<file path="src/rtl/tt_um_jimktrains_vslc_instr_fetch.sv">
`timescale 1ns/1ps
// ---------------------------------------------------------------------------
// tt_um_jimktrains_vslc_instr_fetch
//
// Instruction fetch stage that sits behind the VSLC EEPROM reader. It turns
// the reader's serial byte stream into 16-bit big-endian instruction words,
// queues them in a small FIFO for the core, and drives the reader's restart
// (goto_address/address) and back-pressure (hold_n) inputs.
//
// Parameters
//   DEPTH      FIFO depth in words (power of two, 2..16)
//   GOTO_HOLD  clk cycles goto_address is held high on a jump
//
// Ports
//   clk, rst      system clock, synchronous active-high reset
//   read_ready    reader byte-complete level (edge detected here)
//   byte_read     reader data byte, valid while read_ready is high
//   goto_address  restart request to the reader
//   address       byte address to the reader, {target_word, 1'b0}
//   hold_n        low stalls the reader's SPI stream
//   jump          one-cycle refetch request from the core
//   jump_addr     refetch target (word address)
//   instr_valid   FIFO head is valid
//   instr         FIFO head word
//   instr_ready   core pops the head on instr_valid && instr_ready
//   overflow      sticky: a word arrived while the FIFO was full
//   instr_pc      (VSLC_FETCH_PC_EN only) word address of the head entry
//
// Build option: define VSLC_FETCH_PC_EN to add per-entry PC tracking and
// the instr_pc output.
// ---------------------------------------------------------------------------
module tt_um_jimktrains_vslc_instr_fetch #(
    parameter int DEPTH     = 4,
    parameter int GOTO_HOLD = 8
) (
    input  logic        clk,
    input  logic        rst,
    input  logic        read_ready,
    input  logic [7:0]  byte_read,
    output logic        goto_address,
    output logic [9:0]  address,
    output logic        hold_n,
    input  logic        jump,
    input  logic [8:0]  jump_addr,
    output logic        instr_valid,
    output logic [15:0] instr,
    input  logic        instr_ready,
`ifdef VSLC_FETCH_PC_EN
    output logic [8:0]  instr_pc,
`endif
    output logic        overflow
);

    localparam int PW = $clog2(DEPTH);
    localparam int CW = PW + 1;
    localparam int HW = $clog2(GOTO_HOLD + 1);

    localparam logic [CW-1:0] FULL_CNT    = CW'(DEPTH);
    // One slot of margin: a byte may already be in flight when hold_n drops.
    localparam logic [CW-1:0] HOLD_THRESH = CW'(DEPTH - 1);
    localparam logic [HW-1:0] HOLD_LOAD   = HW'(GOTO_HOLD - 1);

    typedef enum logic {
        STREAM = 1'b0,
        GOTO   = 1'b1
    } state_t;

    state_t          state_reg;
    logic [HW-1:0]   hold_cnt_reg;
    logic [8:0]      target_word_reg;
    logic            rr_prev_reg;
    logic            half_reg;
    logic [7:0]      high_byte_reg;
    logic [PW-1:0]   wr_ptr_reg;
    logic [PW-1:0]   rd_ptr_reg;
    logic [CW-1:0]   count_reg;
    logic            goto_address_reg;
    logic            hold_n_reg;
    logic            overflow_reg;

    logic            byte_take;
    logic            word_done;
    logic            fifo_full;
    logic            push_ok;
    logic            pop_ok;
    logic [15:0]     word_next;

    logic [15:0]     entry_data [DEPTH];

    // A jump overrides everything else in its cycle: no capture, no pop.
    always_comb begin
        byte_take = (state_reg == STREAM) && !jump && read_ready && !rr_prev_reg;
        word_done = byte_take && half_reg;
        fifo_full = (count_reg == FULL_CNT);
        push_ok   = word_done && !fifo_full;
        pop_ok    = !jump && instr_ready && (count_reg != '0);
        word_next = {high_byte_reg, byte_read};
    end

    always_ff @(posedge clk) begin
        if (rst) begin
            state_reg        <= STREAM;
            hold_cnt_reg     <= '0;
            target_word_reg  <= '0;
            rr_prev_reg      <= 1'b1;
            half_reg         <= 1'b0;
            high_byte_reg    <= '0;
            wr_ptr_reg       <= '0;
            rd_ptr_reg       <= '0;
            count_reg        <= '0;
            goto_address_reg <= 1'b0;
            hold_n_reg       <= 1'b1;
            overflow_reg     <= 1'b0;
        end else begin
            rr_prev_reg <= read_ready;
            // Registered from the current count, so it lags a count change by one clk.
            hold_n_reg  <= (count_reg < HOLD_THRESH);

            if (jump) begin
                // Entering (or re-entering) GOTO: flush and restart the reader.
                state_reg        <= GOTO;
                hold_cnt_reg     <= HOLD_LOAD;
                target_word_reg  <= jump_addr;
                goto_address_reg <= 1'b1;
                // Treat read_ready as already high so a stale level is not a byte.
                rr_prev_reg      <= 1'b1;
                half_reg         <= 1'b0;
                wr_ptr_reg       <= '0;
                rd_ptr_reg       <= '0;
                count_reg        <= '0;
            end else begin
                case (state_reg)
                    STREAM: begin
                        if (byte_take) begin
                            if (!half_reg) begin
                                high_byte_reg <= byte_read;
                                half_reg      <= 1'b1;
                            end else begin
                                half_reg <= 1'b0;
                                if (fifo_full) begin
                                    overflow_reg <= 1'b1;
                                end
                            end
                        end
                    end
                    GOTO: begin
                        if (hold_cnt_reg == '0) begin
                            state_reg        <= STREAM;
                            goto_address_reg <= 1'b0;
                        end else begin
                            hold_cnt_reg <= hold_cnt_reg - 1'b1;
                        end
                    end
                    default: state_reg <= STREAM;
                endcase

                if (push_ok) begin
                    wr_ptr_reg <= wr_ptr_reg + 1'b1;
                end
                if (pop_ok) begin
                    rd_ptr_reg <= rd_ptr_reg + 1'b1;
                end
                if (push_ok && !pop_ok) begin
                    count_reg <= count_reg + 1'b1;
                end else if (!push_ok && pop_ok) begin
                    count_reg <= count_reg - 1'b1;
                end
            end
        end
    end

    // FIFO storage: one register per slot, written when the write pointer
    // selects it. Registers (not RAM) because the head is read combinationally.
    genvar gi;
    generate
        for (gi = 0; gi < DEPTH; gi++) begin : g_entry
            logic [15:0] data_reg;

            always_ff @(posedge clk) begin
                if (rst) begin
                    data_reg <= '0;
                end else if (push_ok && (wr_ptr_reg == PW'(gi))) begin
                    data_reg <= word_next;
                end
            end

            assign entry_data[gi] = data_reg;
        end
    endgenerate

`ifdef VSLC_FETCH_PC_EN
    // Word counter follows the reader: it restarts at the jump target and
    // advances once per completed word, dropped or not, so PCs stay aligned
    // with the byte stream.
    logic [8:0] pc_cnt_reg;
    logic [8:0] entry_pc [DEPTH];

    always_ff @(posedge clk) begin
        if (rst) begin
            pc_cnt_reg <= '0;
        end else if (jump) begin
            pc_cnt_reg <= jump_addr;
        end else if (word_done) begin
            pc_cnt_reg <= pc_cnt_reg + 9'd1;
        end
    end

    generate
        for (gi = 0; gi < DEPTH; gi++) begin : g_pc
            logic [8:0] pc_reg;

            always_ff @(posedge clk) begin
                if (rst) begin
                    pc_reg <= '0;
                end else if (push_ok && (wr_ptr_reg == PW'(gi))) begin
                    pc_reg <= pc_cnt_reg;
                end
            end

            assign entry_pc[gi] = pc_reg;
        end
    endgenerate

    assign instr_pc = entry_pc[rd_ptr_reg];
`endif

    assign goto_address = goto_address_reg;
    assign address      = {target_word_reg, 1'b0};
    assign hold_n       = hold_n_reg;
    assign instr_valid  = (count_reg != '0);
    assign instr        = entry_data[rd_ptr_reg];
    assign overflow     = overflow_reg;

endmodule

</file>
<file path="config.mk">
export PLATFORM = sky130hd
export DESIGN_NAME = tt_um_jimktrains_vslc_instr_fetch
export DESIGN_NICKNAME = d
export VERILOG_FILES = /design/src/rtl/tt_um_jimktrains_vslc_instr_fetch.sv
export SDC_FILE = /design/constraint.sdc
export NUM_CORES = 1
export LEC_CHECK = 0
export ABC_AREA = 1
export CORE_UTILIZATION = 45
export CTS_CLUSTER_DIAMETER = 40
export CTS_CLUSTER_SIZE = 24
export DETAILED_ROUTE_END_ITERATION = 12
export HOLD_SLACK_MARGIN = 0.15
export PLACE_DENSITY = 0.75
export SLEW_MARGIN = 25
export SYNTH_ARGS = -nofsm -noshare
export SYNTH_HDL_FRONTEND = slang
export SYNTH_SLANG_ARGS = --single-unit
export TNS_END_PERCENT = 10
</file>
<file path="constraint.sdc">
create_clock -name clk -period 4.1 [get_ports clk]
set_input_delay 0.41 -clock clk [delete_from_list [all_inputs] [get_ports clk]]
set_output_delay 0.41 -clock clk [all_outputs]
set_load 0.01 [all_outputs]
</file>
Yosys cells after proc, flatten, opt, wreduce, memory -nomap -nowiden
Cells that the tools add are included.
- flip-flop bits (word level): 98
- input bits: 22
- add/sub/neg operators: 5
- $lt $le $gt $ge: 2
- equality and inequality tests: 5
- multiplexer cells: 15
- bitwise logic cells: 5
- reductions and logical operators: 31
- operator list (operator ; count):
    $bmux 16 s2 ; 1
    $mux 16 ; 2
    $mux 3 ; 5
    $logic_and 1x1->1 ; 13
    $reduce_and 2->1 ; 4
    $mux 1 ; 7
    $reduce_bool 2->1 ; 3
    $logic_not 1->1 ; 5
    $reduce_and 5->1 ; 1
    $add 2x1->2 const B ; 2
    $eq 2x2->1 const B ; 2
    $logic_not 4->1 ; 1
    $not 1->1 ; 4
    $reduce_and 4->1 ; 1
    $sub 4x1->4 const B ; 1
    $add 3x1->3 const B ; 1
    $eq 3x3->1 const B ; 1
    $ge 3x3->1 const B ; 1
    $lt 3x2->1 const B ; 1
    $not 2->3 ; 1
    $reduce_bool 3->1 ; 1
    $sub 3x1->3 const B ; 1
    $eq 2x1->1 const B ; 1
    $logic_not 2->1 ; 1
    other kinds (2) ; 2

Depth between registers and ports, before layout
Gate-level depths: netlist of the first run.
- depth after elaboration: 10
- depth in mapped cells: 13

Worst setup path after synthesis of the first run
Ideal clock, no wire load.
- path kind: register -> register
- start: register count_reg[0]
- end: register count_reg[2]
- setup time: 0.120 ns
- data arrival time: 1.988 ns
- required time: 3.980 ns
- setup slack: 1.992 ns
- stages on the path, launching flop included: 13
- cells stage by stage: dfxtp_1 inv_1 nand3_1 inv_1 nor2_1 buf_2 ha_1 inv_1 fa_1 inv_1 o21bai_1 a211oi_1 nor2_1
- longest elaborated chain between the ends: 6
- RTL lines (item ; line ; RTL):
    from (decl) ; 76 ; logic [CW-1:0] count_reg;
    from (signal assigned) ; 164 ; count_reg <= count_reg + 1'b1;
    from (signal assigned) ; 166 ; count_reg <= count_reg - 1'b1;
    $eq 3x3->1 * ; 94 ; fifo_full = (count_reg == FULL_CNT);
    $logic_not 1->1 * ; 95 ; push_ok = word_done && !fifo_full;
    $logic_and 1x1->1 * ; 95 ;
    net push_ok ; 84 ; logic push_ok;
    $logic_not 1->1 ; 165 ; end else if (!push_ok && pop_ok) begin
    $logic_and 1x1->1 ; 165 ;
    $reduce_bool 2->1 (no line) ; -- ;
The timed path passes the listed nets; every way through them passes the cells marked *. The select of a mux whose other input is x is not followed.
A chain may end at the register's enable or synchronous reset.

Worst setup path in the final report of the first run
- start: register rd_ptr_reg[1]
- end: output port instr[10]
- longest elaborated chain between the ends: 4
- RTL lines (item ; line ; RTL):
    from (decl) ; 75 ; logic [PW-1:0] rd_ptr_reg;
    from (signal assigned) ; 161 ; rd_ptr_reg <= rd_ptr_reg + 1'b1;
    $not 2->3 (not written as such) ; 231 ; assign instr = entry_data[rd_ptr_reg];
    $bmux 16 s2 ; 231 ;
    $mux 16 (not written as such) (2 in series) ; 231 ;
    to (decl) ; 46 ; output logic [15:0] instr,
No other way between the ends. The select of a mux whose other input is x is not followed.

==> results_dict.tcl, run 1 <==
set metrics [dict create \
    ys.flop_type "dfxtp_1" \
    num_vias 4451 \
    p_sw_uw 465 \
    grt_pass1_vias 4103 \
    synth_cells 766 \
    synth_seq_area_share 0.405 \
    syn_area_sq_um 4840 \
    setup_tns_ns 0 \
    yosys_warnings 0 \
    cts_root_buffer "clkbuf_8" \
    cts_tree "built" \
    synth.distinct_cells 22 \
    hp-start "overflow$_SDFFE_PP0P_" \
    multi_input_area_sq_um 2060 \
    antenna_cells 0 \
    setup_viol 0 \
    cp-end-kind "primary output" \
    power_density_nw_per_um2 308 \
    drtIter0Drc 298 \
    area_growth_pct 15.4 \
    maxSlewHeadroom 0.306 \
    die_h_microns 106 \
    register_area_sq_um 1960 \
    synthArstFlopShare 0 \
    maxCapViolCount 0 \
    hold_path_class "reg2reg" \
    drive_above_1_share 0.0351 \
    grt_util_all_layers 0.219 \
    overflow 0 \
    leakagePower_nw 2.52 \
    routabilityCongestion 0.800 \
    numCtsBuffers 9 \
    drv_slew 0 \
    worst_pin_slew_ns 1.03 \
    synth-compound-area-share 0.115 \
    irDropWorstVdd_v 0.000155 \
    timing.rr.start "wr_ptr_reg[0]$_SDFFE_PP0P_" \
    p_clk_frac 0.367 \
    critPathMaxFanout 32 \
    grt_max_degree 67 \
    synth_edf_count 0 \
    antenna_left 0 \
    nets 822 \
    rrSetupSlack_ns 1.71 \
    drc 0 \
    synth_xor_area_frac 0.00362 \
    finish.utilization 0.538 \
    path_delay_family "buffers and inverters" \
    clkTransAtPathRegs_ns 0.11 \
    rsz0062_at_grt "no" \
    cts_setup_buffers 0 \
    fp.coreArea_sq_um 10400 \
    post-dp-hpwl_mm 7.09 \
    crit_arrival_ns 2.86 \
    die_w_microns 106 \
    rows 37 \
    path_buf_inv 2 \
    crit_chain "clkinv_1 > o21ai_0 > a21oi_1 > a21oi_1 > clkdlybuf4s50_1" \
    cts_resized 0 \
    hold_buffers 0 \
    syn_area_per_cell_sq_um 6.32 \
    first_pass_iters 6 \
    pin_count 52 \
    ff2ff_path_depth 6 \
    fmax_mhz 306 \
    drt_wl_total_mm 11.7 \
    cp_common_cell "a21oi_1" \
    insertion_delay_ns 0.38 \
    p_int_mw 1.25 \
    clock_skew_ns 0.0131 \
    synth_top_area_frac 0.405 \
    hold_violations 0 \
    min_period_ns 3.27 \
    die_area_sq_um 11200 \
    fin_ws_ns 0.830 \
    start_util 0.467 \
    min_to "overflow$_SDFFE_PP0P_" \
    synth-adder-area-share 0.0197 \
    grt_antenna_before_repair 0 \
    synth_mux_area_frac 0 \
    sw_frac_of_total 0.270 \
    synth_top_area_cell "dfxtp_1" \
    crit_slowest_cell "clkinv_1" \
    min_path_cells 2 \
    period_share 0.798 \
    synth-simple-area-share 0.286 \
    largest_reg_flops 64 \
    grt_pass1_wl_mm 19.4 \
    clockBufferDepth 2 \
    synth-seq-cells 98 \
    required_ns 3.69 \
    p_total_mw 1.72 \
    viasPerCell 4.77 \
    synth_top_family_by_area "simple AND/OR/NAND/NOR gates" \
    crit_type "reg2out" \
    synth_nets 795 \
    ys_top_cells_by_area "dfxtp_1, inv_1, nand2_1, nor2_1, nand3_1" \
    start_kind "register" \
    post_drt_wl_per_cell_microns 12.6 \
    status "finished, final reports clean" \
    critPathMaxStageDelay_ns 0.81 \
    fill_cells 1065 \
    portBuffers 50 \
    pwr-share-seq 0.565 \
    htree_levels 3 \
    comb_power_share 0.068 \
    reg2reg_to "g_entry[2].data_reg[7]$_SDFFE_PP0P_" \
    pre_cts_slack_ns 1.24 \
    cts.sinks 98 \
]
## worst reg2reg max path: cells and delay by family, from the launching register on
| family | cells | cell delay (ns) |
|---|---|---|
| buffers and inverters | 2 | 0.17 |
| and+or+nand+nor | 3 | 1.15 |
| DFF | 1 | 0.36 |
| adders and majority gates | 1 | 0.66 |
## logic make-up (layout without fill, tap and decap cells)
kind of cell / after synthesis / after routing
adders and majority gates: 7 / 7
and+or+nand+nor: 338 / 338
DFF: 98 / 98
AOI/OAI and AO/OA: 110 / 110
buffers and inverters: 210 / 242
other: 1 / 1
xor gates and xnor gates: 2 / 2
## stage by stage
stage	cells	cell area (sq um)	hold WS (ns)
2_1_floorplan	766	4840	0.447
3_3_place_gp	918	5390	0.471
3_5_place_dp	918	5390	0.470
4_1_cts	934	5580	0.501
5_1_grt	934	5580	0.524
6_report	934	5580	0.502
## routing by layer
metal / global-route usage / share of wire
met1: 0.282 / 0.47
met2: 0.373 / 0.47
met3: 0.0365 / 0.053
met4: 0.0694 / 0.014
met5: 0 / 0
## area by class of cell
class | instances | area share
Tap cell | 136 | 0.0305
Clock buffer | 9 | 0.0222
Timing Repair Buffer | 58 | 0.100
Multi-Input combinational cell | 458 | 0.370
Clock inverter | 7 | 0.0128
Sequential cell | 98 | 0.351
Inverter | 168 | 0.113
## power by group through the flow
stage | logic [mW] | registers (mW) | clock network [mW]
after floorplan | 0.0630 | 0.995 | 0
after global placement | 0.116 | 0.994 | 0
after detailed placement | 0.117 | 0.993 | 0
after CTS | 0.118 | 0.972 | 0.639
after global routing | 0.131 | 0.974 | 0.682
final | 0.117 | 0.972 | 0.631
## cells in the mapped netlist (2+ instances only)
master and count:
xor2_1 2, dfxtp_1 98, inv_1 167, nand3_1 69, buf_1 7, ha_1 6
clkbuf_1 20, nor3_1 3, a21oi_1 66, nor2_1 95, nand4_1 6, buf_4 5
buf_2 10, nand2_1 163, o21ai_0 42
## cell usage in the layout, fill, tap and decap left out, drive strengths merged, types with 2 or more instances in the layout
cell type	Yosys	final
nor2	96	96
clkinv	0	4
buf	22	8
nand3	69	69
clkdlybuf4s50	0	50
nand2	163	163
a21oi	66	66
o21ai	42	42
ha	6	6
nor3	3	3
dfxtp	98	98
inv	168	171
nand4	6	6
clkbuf	20	9
xor2	2	2
## how the worst max path moves through the flow
stage | startpoint | cells after the start | slack [ns] | end
after floorplan | count_reg[0]$_SDFFE_PP0P_ | 12 | 1.99 | count_reg[2]$_SDFFE_PP0P_
after global placement | jump | 8 | 1.33 | g_entry[2].data_reg[4]$_SDFFE_PP0P_
after detailed placement | jump | 8 | 1.24 | g_entry[2].data_reg[1]$_SDFFE_PP0P_
after CTS | rd_ptr_reg[0]$_SDFFE_PP0P_ | 5 | 1.10 | instr[3]
after global routing | rd_ptr_reg[1]$_SDFFE_PP0P_ | 5 | 0.72 | instr[10]
final | rd_ptr_reg[1]$_SDFFE_PP0P_ | 5 | 0.83 | instr[10]
No activity file was read; power rests on OpenSTA's default activity.
==> run 2: changes to the inputs <==
- clock period: 4.1 -> 3.12 ns (I/O delays scaled with it)
==> run 2 against run 1 <==
Against the previous run: sequential share of layout area fell by 0.43 points; clock skew fell by 0.0023 ns; non-clock buffer count rose by 9; hold slack got worse by 0.017 ns; cell area rose by 1.2%.
==> results_dict.tcl, run 2 (same netlist as run 1, synthesis figures left out) <==
set metrics [dict create \
    antenna_left 0 \
    drtIter0Drc 242 \
    critPathMaxStageDelay_ns 0.58 \
    required_ns 2.81 \
    status "finished, final reports clean" \
    grt_max_degree 67 \
    hold_buffers 0 \
    fmax_mhz 413 \
    maxSlewHeadroom 0.576 \
    htree_levels 3 \
    drt_wl_total_mm 11.5 \
    clockBufferDepth 2 \
    maxCapViolCount 0 \
    critPathMaxFanout 48 \
    cp_common_cell "a21oi_1" \
    min_path_cells 2 \
    path_buf_inv 3 \
    crit_slowest_cell "clkdlybuf4s50_1" \
    routabilityCongestion 0.790 \
    hold_path_class "reg2reg" \
    cts.sinks 98 \
    start_kind "register" \
    insertion_delay_ns 0.36 \
    start_util 0.467 \
    drc 0 \
    post-dp-hpwl_mm 7.04 \
    period_share 0.776 \
    ff2ff_path_depth 11 \
    min_period_ns 2.42 \
    reg2reg_to "count_reg[2]$_SDFFE_PP0P_" \
    leakagePower_nw 2.56 \
    die_area_sq_um 11200 \
    hold_violations 0 \
    crit_arrival_ns 2.11 \
    numCtsBuffers 9 \
    critPathLaunch "rd_ptr_reg[0]$_SDFFE_PP0P_" \
    irDropWorstVdd_v 0.000241 \
    clock_skew_ns 0.0108 \
    rsz0062_at_grt "no" \
    cp-end-kind "primary output" \
    path_delay_family "buffers and inverters" \
    clkTransAtPathRegs_ns 0.10 \
    cts_setup_buffers 0 \
    rrSetupSlack_ns 1.01 \
    pin_count 52 \
    setup_viol 0 \
    power_density_nw_per_um2 392 \
    grt_antenna_before_repair 0 \
    final_cells 943 \
    post_drt_wl_per_cell_microns 12.2 \
    grt_pass1_wl_mm 19.0 \
    hp-start "overflow$_SDFFE_PP0P_" \
    antenna_cells 0 \
    first_pass_iters 5 \
    drive_above_1_share 0.0458 \
    worst_pin_slew_ns 0.636 \
    nets 831 \
    setup_tns_ns 0 \
    grt_util_all_layers 0.214 \
    drv_slew 0 \
    fp.coreArea_sq_um 10400 \
    crit_type "reg2out" \
    num_vias 4431 \
    cts_tree "built" \
    crit_chain "inv_1 > buf_4 > a21oi_1 > a21oi_1 > clkdlybuf4s50_1" \
    grt_pass1_vias 4028 \
    largest_reg_flops 64 \
    fill_cells 1059 \
    die_w_microns 106 \
    final_common_cell "inv_1" \
    die_h_microns 106 \
    overflow 0 \
    area_growth_pct 16.8 \
    dp.cells 927 \
    min_to "overflow$_SDFFE_PP0P_" \
    cts_resized 0 \
    portBuffers 50 \
    timing.rr.start "count_reg[1]$_SDFFE_PP0P_" \
    cts_root_buffer "clkbuf_8" \
    rows 37 \
    viasPerCell 4.70 \
    layout.cells.most_common_list "inv_1, nand2_1, dfxtp_1, nor2_1, nand3_1" \
]
-- run 2: cell types whose count changed in the layout (fill, tap and decap cells not counted) --
| cell | before | now |
|---|---|---|
| buf_12 | 0 | 1 |
| inv_6 | 3 | 1 |
| inv_8 | 1 | 2 |
| clkinv_8 | 1 | 0 |
| clkinv_1 | 1 | 0 |
| clkinv_4 | 2 | 1 |
| clkinv_2 | 0 | 1 |
| buf_4 | 8 | 16 |
| clkinvlp_4 | 0 | 2 |
| inv_1 | 165 | 166 |
-- run 2: per-stage QoR --
stage	cell area, sq um	util	power (mW)	worst slack (ns)	hold WS [ns]
4_1_cts	5650	0.545	2.23	0.694	0.492
3_3_place_gp	5470	0.527	1.46	0.711	0.458
3_5_place_dp	5470	0.527	1.46	0.674	0.466
2_1_floorplan	4840	-	1.39	1.01	0.381
5_1_grt	5650	0.545	2.31	0.571	0.513
6_report	5650	0.545	2.21	0.698	0.485
-- run 2: final cells by class --
type,instances,area [sq um],area share
Multi-Input combinational cell,458,2060,0.365
Sequential cell,98,1960,0.347
Timing Repair Buffer,67,641,0.113
Inverter,168,631,0.112
Tap cell,136,170,0.0301
Clock buffer,9,124,0.0219
Clock inverter,7,60.1,0.0106
-- run 2: metal layers --
metal / routed length [microns] / part of all wire / global-route usage / vias to the layer above
li1: - / - / - / 2368
met3: 631 / 0.055 / 0.0532 / 19
met1: 5320 / 0.46 / 0.263 / 1925
met2: 5310 / 0.46 / 0.365 / 119
met5: 0 / 0 / 0 / -
met4: 241 / 0.021 / 0.0704 / 0
-- run 2: worst max path at each step --
| stage | endpoint | cells after the start |
|---|---|---|
| floorplan | count_reg[2]$_SDFFE_PP0P_ | 12 |
| global placement | count_reg[2]$_SDFFE_PP0P_ | 12 |
| detailed placement | count_reg[2]$_SDFFE_PP0P_ | 12 |
| CTS | instr[12] | 6 |
| global route | instr[10] | 6 |
| finish | instr[13] | 5 |
-- run 2: worst min-delay path, cell delays in order (launching register included) --
cell	delay (ns)
dfxtp_1	0.34
a21oi_1	0.04
nor2_1	0.07
-- run 2: power by group --
group          leakage, nW  total [mW]  switching, mW  internal, mW
Sequential           0.793        1.28        0.00891          1.27
Combinational         1.67       0.160         0.0876        0.0719
Clock               0.0897       0.778          0.474         0.304
Total                 2.56        2.21          0.571          1.64
